### src/rtl/mem_stage.sv
// MEM stage: drives data-memory requests for loads/stores and registers the MEM/WB result.
// 1 cycle for ALU ops and zero-wait accesses, N+1 for N wait cycles; MemStallOut freezes upstream while waiting.
module mem_stage (
  input  logic        clk,
  input  logic        rst,
  input  logic [31:0] ALUOutIn,
  input  logic [31:0] RdDataBIn,
  input  logic [4:0]  RTIn,
  input  logic [4:0]  RDIn,
  input  logic        IsDstRtIn,
  input  logic        RdWrEnableIn,
  input  logic        IsLoadInsnIn,
  input  logic        IsStoreInsnIn,
  output logic        DMemReq,
  output logic        DMemWe,
  output logic [31:0] DMemAddr,
  output logic [31:0] DMemWData,
  input  logic        DMemAck,
  input  logic [31:0] DMemRData,
  output logic        MemStallOut,
  output logic [31:0] WBDataOut,
  output logic [4:0]  WBRegOut,
  output logic        WBWrEnableOut,
  output logic        MisalignOut
);

  typedef enum logic {IDLE = 1'b0, WAIT = 1'b1} state_t;

  state_t      state;
  logic [31:0] addrQ;
  logic [31:0] wDataQ;
  logic        weQ;
  logic        wrEnQ;
  logic [4:0]  dstQ;

  logic [4:0]  dst;
  logic        isMem;
  logic        isStore;
  logic        aligned;
  logic        reqIdle;

  // Load wins when both class bits are set.
  assign dst     = IsDstRtIn ? RTIn : RDIn;
  assign isMem   = IsLoadInsnIn | IsStoreInsnIn;
  assign isStore = IsStoreInsnIn & ~IsLoadInsnIn;
  assign aligned = (ALUOutIn[1:0] == 2'b00);
  assign reqIdle = isMem & aligned;

  // Request is combinational so a zero-wait memory completes in the issuing cycle.
  always_comb begin
    DMemReq     = 1'b0;
    DMemWe      = 1'b0;
    DMemAddr    = 32'h0;
    DMemWData   = 32'h0;
    MemStallOut = 1'b0;
    if (rst) begin
      if (state == WAIT) begin
        DMemReq     = 1'b1;
        DMemWe      = weQ;
        DMemAddr    = addrQ;
        DMemWData   = wDataQ;
        MemStallOut = ~DMemAck;
      end else if (reqIdle) begin
        DMemReq     = 1'b1;
        DMemWe      = isStore;
        DMemAddr    = ALUOutIn;
        DMemWData   = RdDataBIn;
        MemStallOut = ~DMemAck;
      end
    end
  end

  always_ff @(posedge clk or negedge rst) begin
    if (!rst) begin
      state         <= IDLE;
      addrQ         <= 32'h0;
      wDataQ        <= 32'h0;
      weQ           <= 1'b0;
      wrEnQ         <= 1'b0;
      dstQ          <= 5'd0;
      WBDataOut     <= 32'h0;
      WBRegOut      <= 5'd0;
      WBWrEnableOut <= 1'b0;
      MisalignOut   <= 1'b0;
    end else begin
      MisalignOut <= 1'b0;
      case (state)
        IDLE: begin
          if (isMem && !aligned) begin
            MisalignOut   <= 1'b1;
            WBDataOut     <= ALUOutIn;
            WBRegOut      <= dst;
            WBWrEnableOut <= 1'b0;
          end else if (isMem) begin
            if (DMemAck) begin
              WBDataOut     <= isStore ? ALUOutIn : DMemRData;
              WBRegOut      <= dst;
              WBWrEnableOut <= isStore ? 1'b0 : RdWrEnableIn;
            end else begin
              // Stall edge: bubble into WB, capture the request for the wait.
              state         <= WAIT;
              addrQ         <= ALUOutIn;
              wDataQ        <= RdDataBIn;
              weQ           <= isStore;
              wrEnQ         <= RdWrEnableIn;
              dstQ          <= dst;
              WBWrEnableOut <= 1'b0;
            end
          end else begin
            WBDataOut     <= ALUOutIn;
            WBRegOut      <= dst;
            WBWrEnableOut <= RdWrEnableIn;
          end
        end
        WAIT: begin
          if (DMemAck) begin
            state         <= IDLE;
            WBDataOut     <= weQ ? addrQ : DMemRData;
            WBRegOut      <= dstQ;
            WBWrEnableOut <= weQ ? 1'b0 : wrEnQ;
          end else begin
            WBWrEnableOut <= 1'b0;
          end
        end
        default: state <= IDLE;
      endcase
    end
  end

endmodule
### config.mk
export PLATFORM = sky130hd
export DESIGN_NAME = mem_stage
export DESIGN_NICKNAME = d
export VERILOG_FILES = /design/src/rtl/mem_stage.sv
export SDC_FILE = /design/constraint.sdc
export NUM_CORES = 1
export LEC_CHECK = 0
export ABC_AREA = 0
export BUFFER_PORTS_ARGS = -buffer_cell sky130_fd_sc_hd__buf_2
export CAP_MARGIN = 20
export CORE_AREA = 2 2 116 118
export DETAILED_ROUTE_END_ITERATION = 12
export DIE_AREA = 0 0 118 120
export PLACE_DENSITY_LB_ADDON = 0.08
export SYNTH_ARGS = -nofsm -noshare
export SYNTH_HDL_FRONTEND = slang
export SYNTH_SLANG_ARGS = --single-unit
### constraint.sdc
create_clock -name clk -period 2.4 [get_ports clk]
set_input_delay 0.36 -clock clk [delete_from_list [all_inputs] [get_ports clk]]
set_output_delay 0.36 -clock clk [all_outputs]
set_load 0.005 [all_outputs]
**After elaboration in Yosys (flattened, before gate mapping)**

Index checks and enable logic that the tools add are counted.

- Bits in registers: 111
- Bits of input ports: 113
- Output and inout port bits: 106
- Logic and storage cells: 65

- Eq/ne operators: 2
- Muxes and demuxes: 41
- Bitwise gates (word level): 7
- Reductions and logical operators: 5

Operators by type and width:

| cell | number |
|---|---|
| $mux 32 | 12 |
| $pmux 32 s2 | 1 |
| $mux 5 | 5 |
| $mux 1 | 20 |
| $pmux 5 s2 | 1 |
| $ne 4x4->1 const B | 1 |
| $not 1->1 | 4 |
| $pmux 1 s2 | 2 |
| $reduce_and 4->1 | 1 |
| $and 1x1->1 | 2 |
| $logic_not 2->1 | 1 |
| $ne 2x2->1 const B | 1 |
| $reduce_and 2->1 | 1 |
| $logic_and 1x1->1 | 1 |
| $logic_not 1->1 | 1 |
| $or 1x1->1 | 1 |

**Depth between registers and ports, before layout**

Gate-level depths: netlist of run 1.

- Depth in word-level cells: 7
- Depth in mapped cells: 7
- Gate-level depth less buffers: 4

**Least setup slack after synthesis of run 1**

OpenSTA, ideal clock, no wires.

- Path type: register -> output
- Start point: reg state
- End point: out DMemWe
- Data arrival time: 1502 ps
- Required time: 2040 ps
- Setup slack: 538 ps
- Stages on the path, launching flop included: 5
- Cell sequence: dfrtp_1 clkbuf_1 clkbuf_1 or4b_2 a21boi_0

- Cells in the longest elaborated chain, start to end: 2

Ends and longest elaborated chain:

| what | RTL line | RTL |
|---|---|---|
| start, declared | 29 | `state_t state;` |
| start signal, assigned | 75 | `state <= IDLE;` |
| start signal, assigned | 101 | `state <= WAIT;` |
| start signal, assigned | 117 | `state <= IDLE;` |
| $mux 1 | 57 | `if (state == WAIT) begin` |
| $mux 1 | 56 | `if (rst) begin` |
| end, declared | 15 | `output logic DMemWe,` |

Every way passes these cells.

**Worst setup path in the final report of run 1**

Ends and elaborated chain as after synthesis.

==> results of run 1 <==
==> worst reg2reg max path: cells and delay by family (launching register included) <==
kind / cells / cell delay, ns
mux: 1 / 0.44
buf+inv: 1 / 0.37
flops: 1 / 0.59
simple gates: 1 / 0.47
==> layout make-up <==
| type | count | area share [%] |
|---|---|---|
| clock buffer | 13 | 3.25 |
| sequential | 111 | 36.1 |
| clock inverter | 3 | 0.243 |
| multi-input combinational | 379 | 40.7 |
| inverter | 7 | 0.341 |
| timing repair buffer | 232 | 16.6 |
| tap | 176 | 2.86 |
==> Yosys cell counts, drive strengths merged <==
cell type	instances
mux2i	41
clkbuf	28
dfrtp	111
nand2	32
or2	2
buf	23
nor3	5
and2	1
nand4b	1
nor3b	1
a21boi	1
nor2b	46
and3	3
a22oi	72
o21ba	1
a21oi	39
a311oi	2
inv	7
nor2	6
o21ai	2
mux2	101
nor4	1
or4b	1
or3b	1
a22o	20
==> stage by stage <==
stage / instances / hold WS (ns) / power, mW / util, % / worst slack, ns
2_1_floorplan: 548 / 0.0644 / 3.34 / - / 0.538
3_3_place_gp: 904 / 0.418 / 3.81 / 57.1 / 0.257
3_5_place_dp: 904 / 0.425 / 3.88 / 57.1 / 0.266
4_1_cts: 920 / 0.0490 / 5.30 / 59.2 / 0.00137
5_1_grt: 921 / 0.0632 / 5.55 / 59.4 / 0.0472
6_report: 921 / 0.0379 / 5.24 / 59.4 / 0.112
==> path summary, 6_finish.rpt <==
| path | depth (start not counted) | to | slack [ns] | startpoint |
|---|---|---|---|---|
| setup / recovery | 3 | DMemWe | 0.11 | state |
| hold / removal | 2 | WBDataOut[20] | 0.04 | rst |
| setup reg to reg | 3 | addrQ[13] | 0.42 | state |
| hold reg to reg | 1 | WBDataOut[23] | 0.50 | WBDataOut[23] |
| max in group asynchronous | 2 | state | 1.86 | rst |
| min in group clk | 2 | wDataQ[17] | 0.26 | RdDataBIn[17] |
==> flip-flops by register name (all words and copies together), names as in the netlist, 5 cells and up <==
name and flops:
WBDataOut 32, dstQ 5, wDataQ 32, WBRegOut 5, addrQ 32
==> routing by layer <==
metal | track usage (%) | wire [µm]
met1 | 29.7 | 7110
met2 | 37.7 | 7650
met3 | 5.61 | 1140
met4 | 8.36 | 338
met5 | 0 | 0
==> kinds of logic (layout without fill, tap and decap cells) <==
family | count (synthesis) | in the layout
multiplexers | 142 | 142
AO/OA/AOI/OAI | 137 | 137
flip-flops | 111 | 111
AND/OR/NAND/NOR | 100 | 100
buffers and inverters | 58 | 255
==> power by group through the flow <==
stage	Clock (mW)	Sequential (mW)	Combinational, mW
finish	1.40	2.51	1.34
global route	1.53	2.56	1.47
CTS	1.45	2.51	1.34
detailed placement	0	2.54	1.34
global placement	0	2.52	1.30
floorplan	0	2.47	0.871
==> timing repair <==
item / in CTS / in global routing
gates resized for setup: 2 / 3
setup endpoints to repair: 35 / 21
buffers inserted: 0 / 1
hold endpoints to repair: 0 / 0
hold buffers: 0 / 0
pin swaps: 0 / 0
==> results.md, run 1 <==
- The top achievable clock speed is around 440 MHz.
- For the worst-skew pair, the clock arrives at the later sink with an insertion delay of around 0.34 ns.
- The placed instance area is roughly 7400 µm².
- The leakage power total is 3.74 nW.
- The critical path in this run is classified as flop to output pin.
- The final setup violation count is 0.
- The element type at the critical path start is a flop.
- Synthesis produced a netlist with a net count of about 660.
- The highest fanout seen on the critical path is 17.
- The synthesized design devotes to its leading area cell type between 40% and 50% of total area.
- Summing the areas of all fa, ha and maj instances in the mapped netlist gives 0% of the synthesized area.
- The average routed wire per standard cell is 17.6 µm.
- During placement, the flow inserted port buffers numbering 218.
- The first global-routing pass estimated about 26000 µm of wire.
- Of the total power, the share spent switching nets is approximately 29%.
- The final wirelength is roughly 16000 µm.
- The simple-gate share of the synthesized area is 8.68%.
- The cell area after synthesis is just over 6000 µm².
- The total number of vias is between 5000 and 6000.
- The transition time of the tightest slew-check pin is slightly above 0.8 ns.
- The repair_antennas step left the layout with diodes totalling 0.
- The finished cells cover roughly 7700 µm².
- The compound-cell area share of the yosys netlist is between 10% and 20%.
- The remaining global-route overflow is 0.
- The parity-gate share of the synthesized area counting xor and xnor cells is 0%.
- The internal power of the cells totals about 3.7 mW.
- Walking the worst path, the cells encountered are or4b_2 -> a21boi_0 -> buf_2.
- The number of design rule violations left after detail routing is 0.
- The power density over the cells is a little under 700 nW/µm².
- The final-report max-slew violation count was 0.
- The root buffer cell is sky130_fd_sc_hd__clkbuf_16.
- Clock skew on the completed layout was measured at about 0.0080 ns.
- By area, the combinational part of the netlist is dominated by multiplexers.
- The library cell used most frequently in the layout, excluding fill and tap cells, is sky130_fd_sc_hd__buf_2.
- Setup repair after global routing left no endpoint under its margin.
- The kind of capture point of the worst setup path is an output pin.
- The global-route total usage across every layer is a little under a quarter.
- The first routing iteration left between 300 and 400 violations.
- The vertical die dimension is about 120 µm.
- The post-detailed-route count of antenna-violating nets is 0.
- The post-synthesis sequential area ratio is between 40% and 50%.
- Dividing the final minimum period by the clock period gives 95.3%.
- The switching power of the nets is 1.51 mW.
- Sorting the synthesized cells by area gives the leading types as sky130_fd_sc_hd__dfrtp_1, sky130_fd_sc_hd__mux2_2, sky130_fd_sc_hd__a22oi_1.
- At the worst endpoint, the arrival time is 1.93 ns.
- Synthesis handed over a netlist of ~550 instances.
- The half-perimeter wire length after detailed placement is 10900 µm.
- The family of cells with the greatest summed delay on the critical path is simple AND/OR/NAND/NOR gates.
- The largest buffer count on any clock path is 2.
- Once the floorplan was initialized, standard cells occupied between 40% and 50% of the core.
- The post-detailed-route via-to-cell ratio is roughly 5.5.
- For this run, the number of Yosys warnings is 0.
- The run finished with clean final reports.
- The filler cells instantiated in the layout total ~1200.
- The final RePlAce weighted congestion is slightly above 0.8.
- The floorplan core area is about 13000 µm².
- The final net count is approximately 850.
- The fraction of layout cells with a size suffix above 1 is 47.8%.
- The multi-input combinational cells in the finished layout cover a total of ~3100 µm².
- The number of sinks driven by the clock tree is ~110.
- Dividing the synthesized area by the synthesized cell count gives roughly 11 µm².
- Counting both buffers and inverters, the worst setup path holds a total of 1.
- The register area is between 2000 and 3000 µm².
- The min-delay analysis places its worst path in the category input pin to asynchronous set/reset pin.
- The sequential share of power is a little under half.
- Entering global routing, the biggest net connects a little over 80 pins.
- TritonCTS built the clock tree.
- Max-cap violations in this run came to 0.
- The post-synthesis mux area share is around a quarter.
- Clock-pin slew was measured on the worst setup and hold paths at 0.07 ns.
- The number of global-route vias before repair came to 5194.
- Combinational cells account for between 20% and 30% of the total power.
- The initial antenna violation count is 0.
- The maximum single-stage delay on the critical path is 0.67 ns.
- The library cells used most frequently in the layout, excluding fill and tap cells, are sky130_fd_sc_hd__buf_2, sky130_fd_sc_hd__dfrtp_1, sky130_fd_sc_hd__mux2_2, sky130_fd_sc_hd__a22oi_1, sky130_fd_sc_hd__nor2b_1.
- The final hold violation count is 0.
- The clock period could shrink to ~2.3 ns.
- The pre-antenna-repair detailed-routing pass consisted of 5 iterations.
- The area growth from synthesis to layout is 25.2%.
- The I/O pin count is 219.
- Headroom to the max-slew limit came out at between 40 and 50%.
- The aggregate negative setup slack is 0 ns.
- The slowest stage of the critical path is the sky130_fd_sc_hd__or4b_2 cell.
- The number of different library cells in the post-synthesis netlist is 30.
- The synthesized design contains approximately 110 register bits.
- The clock tree synthesis step divided the H-tree into 3 levels.
- VDD sags by at most ~0.38 mV.
- The clock network accounts for about a quarter of the total power.
- The placement row count is 42.
- The cell type with the highest aggregate area in the netlist is sky130_fd_sc_hd__dfrtp_1.
- In this run the horizontal extent of the chip is about 120 µm.
- The TritonCTS buffer count is 9.
- STA puts the critical path data required time at ~2.0 ns.
- The die covers between 10000 and 15000 µm².
Power figures use the tool's default switching activity.
==> run 2, diff against run 1 <==
PLACE_DENSITY = 0.77   (was default)
PLACE_DENSITY_LB_ADDON = default   (was 0.08)
==> run 2 against run 1 <==
Via count is 2.4% higher. Clock power grew 15%. Global-route usage grew 0.57 points. Maximum frequency decreased by 0.80%. Wire length grew 2.0%. Sequential power is essentially flat. First-iteration DRC count up 1.4%. Hold slack improved by 0.0085 ns. Core utilization up 0.40 points. Register-to-register slack improved by 0.03 ns. Combinational power about the same. Final cell count stayed put. Largest cell class unchanged. Largest power group unchanged.
==> results.md, run 2 (synthesis gave the netlist of run 1 again) <==
- Outcome: complete, no violations (unchanged).
- The post-layout minimum cycle time is 2.31 ns (was 2.29 ns).
- The TritonCTS clock tree was built (unchanged).
- Worst-path cell chain: nor3_4 -> buf_12 -> a22oi_1 -> nor2b_1 -> buf_2 (was or4b_2 -> a21boi_0 -> buf_2).
- The TritonCTS buffer count is 9 (unchanged).
- The element type at the critical path start is a flop (unchanged).
- The highest fanout seen on the critical path is 30 (was 17).
- The first-pass GRT wire length is 27000 µm (was 26100 µm).
- The worst slack at placement is 0.247 ns (was 0.266 ns).
- The number of inserted diodes is 0 (unchanged).
- The area growth from synthesis to layout is 26.1% (was 25.2%).
- The number of sinks driven by the clock tree is 111 (unchanged).
- The final worst-path cycle share is 96.1% (was 95.3%).
- The worst min-delay path category is input pin to asynchronous set/reset pin (unchanged).
- The number of buffers and inverters on the critical path is 2 (was 1).
- The maximum resistive drop on vdd is 0.740 mV (was 0.378 mV).
- The clock transition at the register clock pins on the worst setup and hold paths after CTS is 0.07 ns (about the same).
- The power after layout is 5.47 mW (was 5.24 mW).
- The starting DRC count in detailed routing is 365 (was 360).
- Largest registers: WBDataOut (32), addrQ (32), wDataQ (32) (unchanged).
- The initial cell density of the core is 47.4% (unchanged).
- The die outline width is 118 µm (unchanged).
- The leakage power total came to 3.76 nW (was 3.74 nW).
- Unrepaired setup endpoints after global routing: no (unchanged).
- The post-detailed-route via-to-cell ratio is 5.68 (was 5.55).
- The global-route total usage across every layer came to 23.6% (was 23.0%).
- The required arrival time at the worst endpoint is 2.04 ns (about the same).
- The commonest non-fill, non-tap cell in the layout is sky130_fd_sc_hd__buf_2 (unchanged).
- The average routed wire per standard cell is 18.0 µm (was 17.6 µm).
- The data arrival at the endpoint of the critical path came to 1.95 ns (was 1.93 ns).
- The startpoint-to-endpoint class of the critical path is flop to output pin (unchanged).
- The maximum clock skew at final layout is 0.00604 ns (was 0.00797 ns).
- The number of hold buffers added after CTS is 0 (unchanged).
- The initial antenna violation count is 0 (unchanged).
- The floorplan die area was 14200 µm² (unchanged).
- The top achievable clock speed came to 434 MHz (was 437 MHz).
- The placement row count is 42 (unchanged).
- The I/O pin count is 219 (unchanged).
- The total of fill cells in the finished design is 1110 (was 1155).
- The fraction of layout cells with a size suffix above 1 was 48.2% (was 47.8%).
- The final setup violation count came to 0 (unchanged).
- Commonest cells after routing, fill and taps aside: sky130_fd_sc_hd__buf_2, sky130_fd_sc_hd__dfrtp_1, sky130_fd_sc_hd__mux2_2, sky130_fd_sc_hd__a22oi_1, sky130_fd_sc_hd__nor2b_1 (unchanged).
- The number of global-route vias before repair is 5414 (was 5194).
- The final wirelength was 16600 µm (was 16200 µm).
- The total iterations of the first detailed-routing run came to 5 (unchanged).
- The pin count of the biggest net entering global routing is 78 (was 83).
- The total number of vias is 5235 (was 5111).
- The vertical die dimension is 120 µm (unchanged).
- The final hold violation count was 0 (unchanged).
- The max-capacitance violation count is 0 (unchanged).
- The number of design rule violations left after detail routing is 0 (unchanged).
- The worst slew margin relative to its limit is 48.7% (was 46.0%).
- The final-report max-slew violation count is 0 (unchanged).
- The final RePlAce weighted congestion came to 0.806 (was 0.815).
- The largest buffer count on any clock path is 2 (unchanged).
- The aggregate negative setup slack was 0 ns (unchanged).
- The count of port buffers added during placement is 218 (unchanged).
- The power density over the cells is 705 nW/µm² (was 680 nW/µm²).
- The half-perimeter wire length after detailed placement is 11500 µm (was 10900 µm).
- The root buffer cell was sky130_fd_sc_hd__clkbuf_16 (unchanged).
- The kind of capture point of the worst setup path was an output pin (unchanged).
- The remaining global-route overflow is 0 (unchanged).
- The family of cells with the greatest summed delay on the critical path is flip-flops (was simple AND/OR/NAND/NOR gates).
- The maximum level of the CTS H-tree is 3 (unchanged).
- The transition time of the tightest slew-check pin is 0.770 ns (was 0.810 ns).
- The post-detailed-route count of antenna-violating nets is 0 (unchanged).
- The final worst setup slack is 0.0941 ns (was 0.112 ns).
- The maximum single-stage delay on the critical path is 0.60 ns (was 0.67 ns).
- The floorplan core area is 13000 µm² (unchanged).
- The master of the slowest instance on the critical path is sky130_fd_sc_hd__dfrtp_4 (was sky130_fd_sc_hd__or4b_2).
- The final net count is 853 (unchanged).
- The worst-skew pair later-pin latency is 0.35 ns (was 0.34 ns).
[run 2: final timing paths]
check | start | to | slack, ns | cells after the start
worst max register to register | state | wDataQ[23] | 0.45 | 3
min in group clk | RdDataBIn[30] | wDataQ[30] | 0.25 | 2
worst min-delay path | rst | WBWrEnableOut | 0.05 | 2
worst min register to register | WBDataOut[25] | WBDataOut[25] | 0.50 | 1
worst max-delay path | state | DMemAddr[3] | 0.09 | 5
max in group asynchronous | rst | wDataQ[21] | 1.78 | 2
[run 2: power by group]
| group | total (mW) | leakage (nW) | switching [mW] | internal, mW |
|---|---|---|---|---|
| Combinational | 1.34 | 2.29 | 0.590 | 0.752 |
| Sequential | 2.52 | 1.31 | 0.265 | 2.25 |
| Clock | 1.61 | 0.156 | 0.689 | 0.919 |
| Total | 5.47 | 3.76 | 1.54 | 3.92 |
[run 2: layout make-up]
| class | instances | area [µm²] | share of cell area, % |
|---|---|---|---|
| multi-input cells | 379 | 3130 | 40.4 |
| inverters | 7 | 26.3 | 0.339 |
| well taps | 176 | 220 | 2.84 |
| flip-flops and latches | 111 | 2780 | 35.9 |
| clock buffers | 9 | 225 | 2.90 |
| repair buffers | 232 | 1280 | 16.5 |
| clock inverters | 7 | 95.1 | 1.23 |
[run 2: timing repair]
| action | in CTS | in global routing |
|---|---|---|
| pin swaps | 0 | 0 |
| endpoints found under the hold margin | 0 | 0 |
| buffers inserted | 0 | 1 |
| setup endpoints to repair | 25 | 18 |
| resized for setup | 2 | 0 |
[run 2: per-layer routing]
metal / part of all wire (%) / up-vias / wire, µm / GRT usage [%]
met5: 0 / - / 0 / 0
met4: 1.5 / 0 / 252 / 7.83
met3: 7.4 / 21 / 1230 / 6.37
met2: 50 / 228 / 8280 / 40.0
met1: 41 / 2593 / 6800 / 29.2
li1: - / 2393 / - / -
[run 2: worst register-to-register path: stages, from the launching register on]
cell and delay, ns:
sky130_fd_sc_hd__dfrtp_4 0.60, sky130_fd_sc_hd__nor4_2 0.41, sky130_fd_sc_hd__buf_12 0.40, sky130_fd_sc_hd__mux2_2 0.44
[run 2: stage by stage]
stage / util (%) / area [µm²] / hold WS (ns) / std cells
3_3_place_gp: 57.2 / 7420 / 0.423 / 904
4_1_cts: 59.7 / 7750 / 0.0337 / 920
2_1_floorplan: - / 6150 / 0.0644 / 548
6_report: 59.8 / 7760 / 0.0464 / 921
3_5_place_dp: 57.2 / 7420 / 0.419 / 904
5_1_grt: 59.8 / 7760 / 0.0452 / 921
==> run 3, diff against run 2 <==
ABC_AREA = 1   (was 0)
CORE_AREA = 2 2 119 121   (was 2 2 116 118)
DIE_AREA = 0 0 121 123   (was 0 0 118 120)
==> run 3 against run 2 <==
Via count rose by 31%. Final cell count rose by 44%. Power fell by 5.8%. Register-to-register slack improved by 0.16 ns. Non-clock buffer count rose by 10. Global-route usage rose by 3.4 points. Sequential power fell by 4%. Wire length rose by 20%. First-iteration DRC count rose by 58%. Core utilization fell by 0.86 points. Critical path type unchanged. Largest cell class unchanged.
==> results.md, run 3 <==
- The power density over the cells was 642 nW/µm² (was 705 nW/µm²).
- The worst-skew pair later-pin latency is 0.35 ns (about the same).
- The largest buffer count on any clock path is 2 (unchanged).
- The pin count of the biggest net entering global routing is 73 (was 78).
- The initial antenna violation count was 0 (unchanged).
- The clock transition at the register clock pins on the worst setup and hold paths after CTS came to 0.08 ns (was 0.07 ns).
- The final setup violation count is 0 (unchanged).
- The transition time of the tightest slew-check pin is 0.838 ns (was 0.770 ns).
- The post-detailed-route count of antenna-violating nets was 0 (unchanged).
- The average routed wire per standard cell was 15.0 µm (was 18.0 µm).
- The final net count is 1251 (was 853).
- The max-capacitance violation count came to 0 (unchanged).
- The final standard cell utilization of the core is 58.9% (was 59.8%).
- The initial cell density of the core came to 47.8% (was 47.4%).
- Outcome: complete, no violations (unchanged).
- The net count after synthesis was 1067 (was 661).
- The fraction of layout cells with a size suffix above 1 is 25.2% (was 48.2%).
- The met3 layer usage reported by global route came to 6.92% (was 6.37%).
- The kind of capture point of the worst setup path is an output pin (unchanged).
- The post-synthesis mux area share is 0% (was 26.2%).
- The final worst setup slack was 0.137 ns (was 0.0941 ns).
- The parity-gate share of the synthesized area counting xor and xnor cells is 0% (unchanged).
- The starting DRC count in detailed routing is 575 (was 365).
- Unrepaired setup endpoints after global routing: no (unchanged).
- The element type at the critical path start is a flop (unchanged).
- The post-synthesis cell count is 954 (was 548).
- The simple-gate share of the synthesized area is 31.5% (was 8.68%).
- The required arrival time at the worst endpoint is 2.04 ns (about the same).
- The top cell type's share of synthesized area is 42.7% (was 45.1%).
- The maximum level of the CTS H-tree is 3 (unchanged).
- The TritonCTS clock tree is built (unchanged).
- The final wirelength was 19800 µm (was 16600 µm).
- The TritonCTS buffer count is 9 (unchanged).
- The final RePlAce weighted congestion is 0.827 (was 0.806).
- The first-pass GRT wire length is 31700 µm (was 27000 µm).
- The placement row count is 43 (was 42).
- The number of warnings issued by yosys was 0 (unchanged).
- The met1 usage in global routing is 35.4% (was 29.2%).
- The final hold violation count is 0 (unchanged).
- The dominant combinational cell family by area after synthesis is simple AND/OR/NAND/NOR gates (was multiplexers).
- The total iterations of the first detailed-routing run is 5 (unchanged).
- The startpoint-to-endpoint class of the critical path is flop to output pin (unchanged).
- The launching element of the worst setup path is state (unchanged).
- Largest registers: WBDataOut (32), addrQ (32), wDataQ (32) (unchanged).
- The floorplan die area is 14900 µm² (was 14200 µm²).
- The area growth from synthesis to layout came to 23.3% (was 26.1%).
- The die outline width is 121 µm (was 118 µm).
- The number of design rule violations left after detail routing is 0 (unchanged).
- The maximum clock skew at final layout is 0.00705 ns (was 0.00604 ns).
- The global-route total usage across every layer came to 26.9% (was 23.6%).
- The commonest non-fill, non-tap cell in the layout is sky130_fd_sc_hd__nand2_1 (was sky130_fd_sc_hd__buf_2).
- The total of fill cells in the finished design is 1309 (was 1110).
- The final-report max-slew violation count is 0 (unchanged).
- The number of inserted diodes is 0 (unchanged).
- The post-detailed-route via-to-cell ratio was 5.17 (was 5.68).
- The worst min-delay path category is input pin to asynchronous set/reset pin (unchanged).
- The vertical die dimension is 123 µm (was 120 µm).
- The share of synthesized cell area in full adder, half adder and majority cells is 0% (unchanged).
- The cell type with the highest aggregate area in the netlist was sky130_fd_sc_hd__dfrtp_1 (unchanged).
- The highest fanout seen on the critical path is 27 (was 30).
- The aggregate negative setup slack is 0 ns (unchanged).
- The half-perimeter wire length after detailed placement is 13300 µm (was 11500 µm).
- The floorplan core area is 13600 µm² (was 13000 µm²).
- The final worst-path cycle share is 94.3% (was 96.1%).
- The synthesized area divided by synthesized cell count is 6.82 µm² (was 11.2 µm²).
- The family of cells with the greatest summed delay on the critical path is buffers and inverters (was flip-flops).
- The number of enable-type register cells in the synthesized netlist was 0 (unchanged).
- The data arrival at the endpoint of the critical path is 1.90 ns (was 1.95 ns).
- The most numerous cell in the Yosys netlist is sky130_fd_sc_hd__nand2_1 (was sky130_fd_sc_hd__dfrtp_1).
- The post-layout minimum cycle time was 2.26 ns (was 2.31 ns).
- The maximum resistive drop on vdd is 0.528 mV (was 0.740 mV).
- The leakage power total is 4.48 nW (was 3.76 nW).
- The number of sinks driven by the clock tree is 111 (unchanged).
- Commonest cells after routing, fill and taps aside: sky130_fd_sc_hd__nand2_1, sky130_fd_sc_hd__buf_2, sky130_fd_sc_hd__dfrtp_1, sky130_fd_sc_hd__o21ai_0, sky130_fd_sc_hd__nand3_1 (was sky130_fd_sc_hd__buf_2, sky130_fd_sc_hd__dfrtp_1, sky130_fd_sc_hd__mux2_2, sky130_fd_sc_hd__a22oi_1, sky130_fd_sc_hd__nor2b_1).
- The remaining global-route overflow came to 0 (unchanged).
- The count of port buffers added during placement was 218 (unchanged).
- The layer with the highest usage is met2 (unchanged).
- The compound-cell area share of the yosys netlist is 15.9% (was 15.5%).
- The total number of vias was 6840 (was 5235).
- Worst-path cell chain: inv_4 -> nand3_4 -> clkinv_1 -> buf_4 -> nand2_1 -> a21oi_1 -> buf_2 (was nor3_4 -> buf_12 -> a22oi_1 -> nor2b_1 -> buf_2).
- The worst slack at placement was 0.471 ns (was 0.247 ns).
- The number of different library cells in the post-synthesis netlist is 23 (was 30).
- The number of placed instances, taps included is 1306 (was 904).
- The placed instance area is 7710 µm² (was 7420 µm²).
- The primary flip-flop cell chosen by synthesis mapping is sky130_fd_sc_hd__dfrtp_1 (unchanged).
- The master of the slowest instance on the critical path is sky130_fd_sc_hd__dfrtp_2 (was sky130_fd_sc_hd__dfrtp_4).
- The fraction of met2 tracks used by global routing came to 43.8% (was 40.0%).
- Ranking of synthesized cells by area: sky130_fd_sc_hd__dfrtp_1, sky130_fd_sc_hd__nand2_1, sky130_fd_sc_hd__o21ai_0 (was sky130_fd_sc_hd__dfrtp_1, sky130_fd_sc_hd__mux2_2, sky130_fd_sc_hd__a22oi_1).
- The number of buffers and inverters on the critical path is 4 (was 2).
- The root buffer cell is sky130_fd_sc_hd__clkbuf_16 (unchanged).
- Commonest cells post-synth: sky130_fd_sc_hd__nand2_1, sky130_fd_sc_hd__dfrtp_1, sky130_fd_sc_hd__o21ai_0, sky130_fd_sc_hd__nand3_1, sky130_fd_sc_hd__inv_1 (was sky130_fd_sc_hd__dfrtp_1, sky130_fd_sc_hd__mux2_2, sky130_fd_sc_hd__a22oi_1, sky130_fd_sc_hd__nor2b_1, sky130_fd_sc_hd__mux2i_1).
- The worst slew margin relative to its limit was 43.9% (was 48.7%).
- The final instance area came to 8020 µm² (was 7760 µm²).
- The number of register bits inferred by synthesis is 111 (unchanged).
- The reg-to-reg startpoint is state (unchanged).
- The cell area after synthesis came to 6500 µm² (was 6150 µm²).
- The fraction of synthesis flops using an asynchronous set or reset pin is 100% (unchanged).
- The post-synthesis sequential area ratio is 42.7% (was 45.1%).
- The number of global-route vias before repair came to 6375 (was 5414).
- The I/O pin count is 219 (unchanged).
- The maximum single-stage delay on the critical path is 0.43 ns (was 0.60 ns).
- The top achievable clock speed is 442 MHz (was 434 MHz).
- The number of cells in the finished layout apart from fillers is 1323 (was 921).
[run 3: cell count changes in the layout (fill, tap and decap cells not counted), moves of 18 or more]
cell                      before  now
sky130_fd_sc_hd__inv_1         7   74
sky130_fd_sc_hd__o21ai_2       0   20
sky130_fd_sc_hd__o21ai_1       0   22
sky130_fd_sc_hd__a22o_1       20    0
sky130_fd_sc_hd__o21ai_0       2   97
sky130_fd_sc_hd__nor2b_1      46    0
sky130_fd_sc_hd__mux2_4       18    0
sky130_fd_sc_hd__nand3_1       0   84
sky130_fd_sc_hd__a22oi_1      72    0
sky130_fd_sc_hd__mux2_2       83    0
sky130_fd_sc_hd__mux2i_1      41    0
sky130_fd_sc_hd__nand2_1      32  406
[run 3: cell type report]
class | instances | area, µm² | share of cell area, %
multi-input combinational | 694 | 3080 | 38.4
sequential | 111 | 2780 | 34.7
clock buffer | 9 | 225 | 2.81
timing repair buffer | 242 | 1340 | 16.7
inverter | 80 | 304 | 3.79
clock inverter | 7 | 72.6 | 0.905
tap | 180 | 225 | 2.81
[run 3: routing by layer]
metal / up-vias / part of all wire (%)
met5: - / 0
met3: 35 / 8.3
met4: 0 / 2.0
met1: 3125 / 42
met2: 301 / 47
li1: 3379 / -
[run 3: cell families (layout without fill, tap and decap cells)]
kind of cell	count (synthesis)	after routing
compound gates	189	189
buf+inv	149	338
simple gates	505	505
flops	111	111
[run 3: worst reg2reg max path: cells and delay by family, from the launching register on]
kind            cells  cell delay (ns)
buf+inv             3             0.66
simple gates        3             0.49
flops               1             0.43
compound gates      1             0.09
[run 3: per-stage QoR]
stage	hold slack, ns	power [mW]
after CTS	0.126	5.20
after floorplan	0.0644	3.12
after detailed placement	0.278	3.65
after global placement	0.278	3.61
after global routing	0.143	5.49
final	0.132	5.15
[run 3: path summary, 6_finish.rpt]
| check | endpoint | slack [ns] | depth (start not counted) |
|---|---|---|---|
| setup / recovery | DMemWData[30] | 0.14 | 7 |
| hold / removal | WBDataOut[1] | 0.13 | 2 |
| setup reg to reg | WBRegOut[0] | 0.61 | 7 |
| hold reg to reg | addrQ[0] | 0.47 | 2 |
| max in group asynchronous | wDataQ[6] | 1.03 | 2 |
| min in group clk | wDataQ[31] | 0.22 | 3 |
[run 3: repair_timing]
item | CTS | global route
resized for setup | 0 | 2
hold endpoints to repair | 15 | 0
setup buffers | 0 | 0
endpoints found under the setup margin | 0 | 8
hold buffers | 1 | 0
[run 3: power by group]
part | internal [mW] | switching [mW] | leakage (nW)
Combinational | 0.479 | 0.723 | 2.97
Sequential | 2.22 | 0.203 | 1.37
Clock | 0.813 | 0.720 | 0.142
